===== src/rtl/serial_subtractor.sv =====
// -----------------------------------------------------------------------------
// serial_subtractor
//   Bit-serial N-bit two's-complement subtractor. Computes input1 - input2
//   one bit per clock, LSB first, through a single full-subtractor slice.
//   The borrow is carried from one cycle to the next.
//   The request/response handshake is start/ready/done. Results stay
//   registered until the next operation completes.
//
// Ports
//   clk         rising-edge clock
//   rst_n       asynchronous active-low reset
//   start       request; sampled only while ready=1
//   input1      minuend, captured on the accepting edge
//   input2      subtrahend, captured on the accepting edge
//   ready       1 = idle, start will be accepted
//   done        one-cycle pulse, results valid
//   difference  input1 - input2 mod 2^N
//   borrow_out  unsigned borrow (input1 < input2)
//   overflow    signed overflow of the subtraction
// -----------------------------------------------------------------------------
module serial_subtractor #(
  parameter int N = 32
) (
  input  logic         clk,
  input  logic         rst_n,
  input  logic         start,
  input  logic [N-1:0] input1,
  input  logic [N-1:0] input2,
  output logic         ready,
  output logic         done,
  output logic [N-1:0] difference,
  output logic         borrow_out,
  output logic         overflow
);

  localparam int CW = $clog2(N) + 1;

  typedef enum logic [1:0] {IDLE, SHIFT, DONE} state_t;

  state_t         state_q;
  logic [N-1:0]   a_q, b_q, res_q, res_d;
  logic           br_q, br_d;
  logic           sa_q, sb_q;
  logic [CW-1:0]  cnt_q;
  logic           ready_q, done_q;
  logic [N-1:0]   diff_q;
  logic           bo_q, ov_q;
  logic           a_bit, b_bit, d_bit;

  // full-subtractor slice on the current LSBs
  assign a_bit = a_q[0];
  assign b_bit = b_q[0];
  assign d_bit = a_bit ^ b_bit ^ br_q;
  assign br_d  = (~a_bit & b_bit) | (~a_bit & br_q) | (b_bit & br_q);

  // new result bit enters at the MSB; after N shifts bit 0 is the first one computed
  generate
    if (N == 1) begin : g_res1
      assign res_d = d_bit;
    end else begin : g_resn
      assign res_d = {d_bit, res_q[N-1:1]};
    end
  endgenerate

  always_ff @(posedge clk or negedge rst_n) begin
    if (!rst_n) begin
      state_q <= IDLE;
      a_q     <= '0;
      b_q     <= '0;
      res_q   <= '0;
      br_q    <= 1'b0;
      sa_q    <= 1'b0;
      sb_q    <= 1'b0;
      cnt_q   <= '0;
      ready_q <= 1'b1;
      done_q  <= 1'b0;
      diff_q  <= '0;
      bo_q    <= 1'b0;
      ov_q    <= 1'b0;
    end else begin
      case (state_q)
        IDLE: begin
          if (start) begin
            a_q     <= input1;
            b_q     <= input2;
            sa_q    <= input1[N-1];
            sb_q    <= input2[N-1];
            br_q    <= 1'b0;
            cnt_q   <= '0;
            ready_q <= 1'b0;
            state_q <= SHIFT;
          end
        end
        SHIFT: begin
          res_q <= res_d;
          a_q   <= a_q >> 1;
          b_q   <= b_q >> 1;
          br_q  <= br_d;
          cnt_q <= cnt_q + 1'b1;
          if (cnt_q == CW'(N-1)) begin
            // d_bit is the result MSB on this edge
            diff_q  <= res_d;
            bo_q    <= br_d;
            ov_q    <= (sa_q != sb_q) && (d_bit != sa_q);
            done_q  <= 1'b1;
            state_q <= DONE;
          end
        end
        DONE: begin
          done_q  <= 1'b0;
          ready_q <= 1'b1;
          state_q <= IDLE;
        end
        default: begin
          done_q  <= 1'b0;
          ready_q <= 1'b1;
          state_q <= IDLE;
        end
      endcase
    end
  end

  assign ready      = ready_q;
  assign done       = done_q;
  assign difference = diff_q;
  assign borrow_out = bo_q;
  assign overflow   = ov_q;

endmodule

===== config.mk =====
export PLATFORM = sky130hd
export DESIGN_NAME = serial_subtractor
export DESIGN_NICKNAME = d
export VERILOG_FILES = /design/src/rtl/serial_subtractor.sv
export SDC_FILE = /design/constraint.sdc
export NUM_CORES = 1
export LEC_CHECK = 0
export ABC_AREA = 1
export CORE_ASPECT_RATIO = 1.5
export CORE_MARGIN = 2
export CORE_UTILIZATION = 57
export CTS_CLUSTER_DIAMETER = 150
export CTS_CLUSTER_SIZE = 12
export DETAILED_ROUTE_END_ITERATION = 7
export HOLD_SLACK_MARGIN = 0.15
export PLACE_DENSITY = 0.91
export RECOVER_POWER = 50
export SETUP_SLACK_MARGIN = 0.2
export SLEW_MARGIN = 20
export SYNTH_ARGS = -nofsm -noshare
export SYNTH_HDL_FRONTEND = slang
export SYNTH_SLANG_ARGS = --single-unit
export TNS_END_PERCENT = 5

===== constraint.sdc =====
create_clock -name clk -period 2 [get_ports clk]
set_input_delay 0.3 -clock clk [delete_from_list [all_inputs] [get_ports clk]]
set_output_delay 0.3 -clock clk [all_outputs]
set_load 0.005 [all_outputs]

==> summary.txt <==
Run status
  – Status: completed

Layout
  – Share of layout cells above drive strength 1: just over 6%
  – Final #Nets: about 880
  – Area grow syn2layout: 29.1%
  – Fillcell total: 720
  – Antenna diode count: 0
  – Core Util, Final: ~75%

Global routing
  – Grt total ovfl: 0
  – Largest net degree at the start of global routing: just under 90
  – Vias in the first global route: ~5000
  – Antenna violations before repair: 0
  – Gr usage total: a little over a quarter
  – First-pass GRT wire length: between 20 and 25 mm

Timing
  – Max Transition Viols Final: 0
  – RSZ-0062 raised after global routing: false
  – Clock Skews: between 0.006 and 0.007 ns
  – Final Hold Viols: 0
  – Final hold slack: about 0.40 ns
  – TNS Setup: 0 ns
  – Highest clock rate: around 600 MHz
  – Fin crit share: 83.8%
  – Slew Limit Headroom: approximately 54%
  – Final Setup Violations: 0
  – Slew @ Worst Pin: 0.683 ns
  – Tmin final: ~1.7 ns

Worst setup path
  – Crit path DAT: 1.97 ns
  – Startpoint Class: flip-flop
  – Critical path type: flip-flop to flip-flop
  – Crit-path cells: inv_2, nand2_1, nand2_2, buf_12, nor2_1, nor2_1
  – Most used cell, CP: nor2_1
  – Worst path slowest cell: dfrtp_1
  – R2R depth: 6
  – CP Capture Type: flip-flop
  – Worst r2r src: state_q[1]
  – FF-to-FF End: b_q[2]
  – R2r setup slk: around 0.32 ns
  – Max incr delay on CP: around 0.42 ns
  – Worst EP required: approximately 2.3 ns
  – Critical-path maximum fanout: 25

Power
  – Maximum vdd drop: between 0.7 and 0.8 mV
  – Seq pwr share: between 40% and 50%
  – Pwr Density: approximately 1300 nW/um^2
  – Sw frac: between 30% and 40%
  – Leakage: 3.82 nW
  – Clk pwr share: a little under a third
  – Combinational power share: 23.4%
  – Sw Pwr: around 0.0032 W
  – Internal power: around 0.007 W

Synthesis
  – Ys async rst share: 100%
  – Ys Warns: 0
  – Cell taking the most area after synthesis: dfrtp_1
  – Number of synthesized flops with an enable pin: 0
  – Seq cells post-synth: between 100 and 150
  – Syn_area_per_cell: around 8.4 um^2
  – Top post-synthesis cells by area: dfrtp_1, nand2_1, nand3_1
  – Syn Inst Count: ~720
  – Most frequent cell after synthesis: nand2_1
  – Synth Net Count: slightly below 800
  – Mapped Area: ~6000 um^2
  – Commonest cells in the netlist: nand2_1, dfrtp_1, nand3_1, nor2_1, o21ai_0
  – Dominant synthesized flop cell: dfrtp_1
  – Yosys top cell area share: between 50 and 60%
  – Sequential fraction of the synthesis area: roughly three fifths
  – Post-synthesis cell type count: 21

Die
  – Core area: 10400 um^2
  – Die area: around 11000 um^2
  – Die W: between 80 and 90 um
  – Starting density of the core: around 58%
  – I/O Pins: 103
  – Std-Cell Rows: 46
  – Die Y: about 130 um

Clock tree
  – Reg clk slew, reported paths: ~0.06 ns
  – CTS tree: built
  – CTS Buf Count: 17
  – Clock Path Buffers: 2
  – Clock Latency Late Sink: between 0.4 and 0.5 ns
  – Clk root buf: clkbuf_16
  – Htree depth: 4
  – Post-CTS Setup Bufs: 0
  – Clock Sinks: between 100 and 150

Routing
  – Initial DRC count: between 300 and 400
  – # DRC: 0
  – Aggregate routed wire length: around 14 mm
  – Via count: slightly above 5000
  – Per-cell routed wire length: around 14 um
  – Drt pass-1 iters: 5
  – Vias per cell: between 5 and 6
  – Final antenna-violating net count: 0

Job
  – Max-Cap Viols: 0

Place
  – Gpl congestion: 0.817
  – Dpl hpwl: 8.93 mm
  – PortBufs: 102

Hold path
  – Hold/Removal Path Class: primary input to asynchronous set/reset pin
worst max path at each step:
stage / startpoint / endpoint / slack [ns] / cells past startpoint
after floorplan: cnt_q[0] / difference[10] / 0.68 / 7
after global placement: start / a_q[26] / 0.46 / 5
after detailed placement: start / a_q[28] / 0.39 / 6
after CTS: ready / ready / 0.23 / 1
after global routing: state_q[1] / b_q[2] / 0.21 / 6
final: state_q[1] / b_q[2] / 0.32 / 6
cells in the final DEF (no fill, tap or decap), types with 3 or more instances in the layout:
cell / instances
nand2_1: 223
clkbuf_16: 17
nand3_1: 105
inv_1: 57
clkinv_2: 4
nor2_1: 74
clkinvlp_4: 4
buf_12: 3
dfrtp_1: 141
buf_4: 9
o21ai_0: 67
clkdlybuf4s50_1: 100
clkbuf_8: 3
bufinv_16: 3
logic make-up after synthesis:
family,synth area share [%]
AOI/OAI and AO/OA,5.81
DFF,59.0
and+or+nand+nor,27.8
buffers and inverters,6.85
adders and majority gates,0.540
power groups by stage:
stage	Combinational, W	Clock (W)	Sequential (W)
after floorplan	0.00165	0	0.00433
after global placement	0.00218	0	0.00443
after detailed placement	0.00234	0	0.00450
after CTS	0.00239	0.00325	0.00448
after global routing	0.00274	0.00338	0.00461
final	0.00236	0.00321	0.00449
metrics by stage:
| stage | area [um^2] | cells | power [W] | setup WS (ns) |
|---|---|---|---|---|
| floorplan | 6030 | 718 | 0.00598 | 0.684 |
| global placement | 7190 | 938 | 0.00660 | 0.462 |
| detailed placement | 7190 | 938 | 0.00684 | 0.390 |
| CTS | 7810 | 970 | 0.0101 | 0.232 |
| global route | 7780 | 970 | 0.0107 | 0.207 |
| finish | 7780 | 970 | 0.0101 | 0.325 |
flip-flops by register name, summed over array words and instances (netlist names):
signal and count:
sa_q 1, res_q 31, state_q 2, difference 32, done 1, b_q 32
sb_q 1, overflow 1, br_q 1, a_q 32, cnt_q 6, borrow_out 1
ready 1
metal layers:
metal / global-route usage, % / part of all wire [%]
met3: 6.77 / 4.2
met4: 11.7 / 3.3
met1: 31.0 / 38
met5: 0 / 0
met2: 45.4 / 54
worst max-delay path, delay by kind of cell, from the launching register on:
family | cells | cell delay (ns)
buf+inv | 2 | 0.32
flops | 1 | 0.42
simple gates | 4 | 0.82
repair_timing:
action,CTS,global route
endpoints found under the setup margin,0,1
resized for setup,0,1
hold buffers,1,0
hold endpoints to repair,51,0
final cells by class:
type | count | area [um^2] | area share, %
well taps | 144 | 180 | 2.32
inverters | 58 | 218 | 2.80
clock inverters | 11 | 140 | 1.80
flip-flops and latches | 142 | 3550 | 45.7
repair buffers | 117 | 1170 | 15.1
multi-input cells | 478 | 2050 | 26.3
clock buffers | 20 | 467 | 6.00
Note: power is estimated with default switching activity, not from simulation.
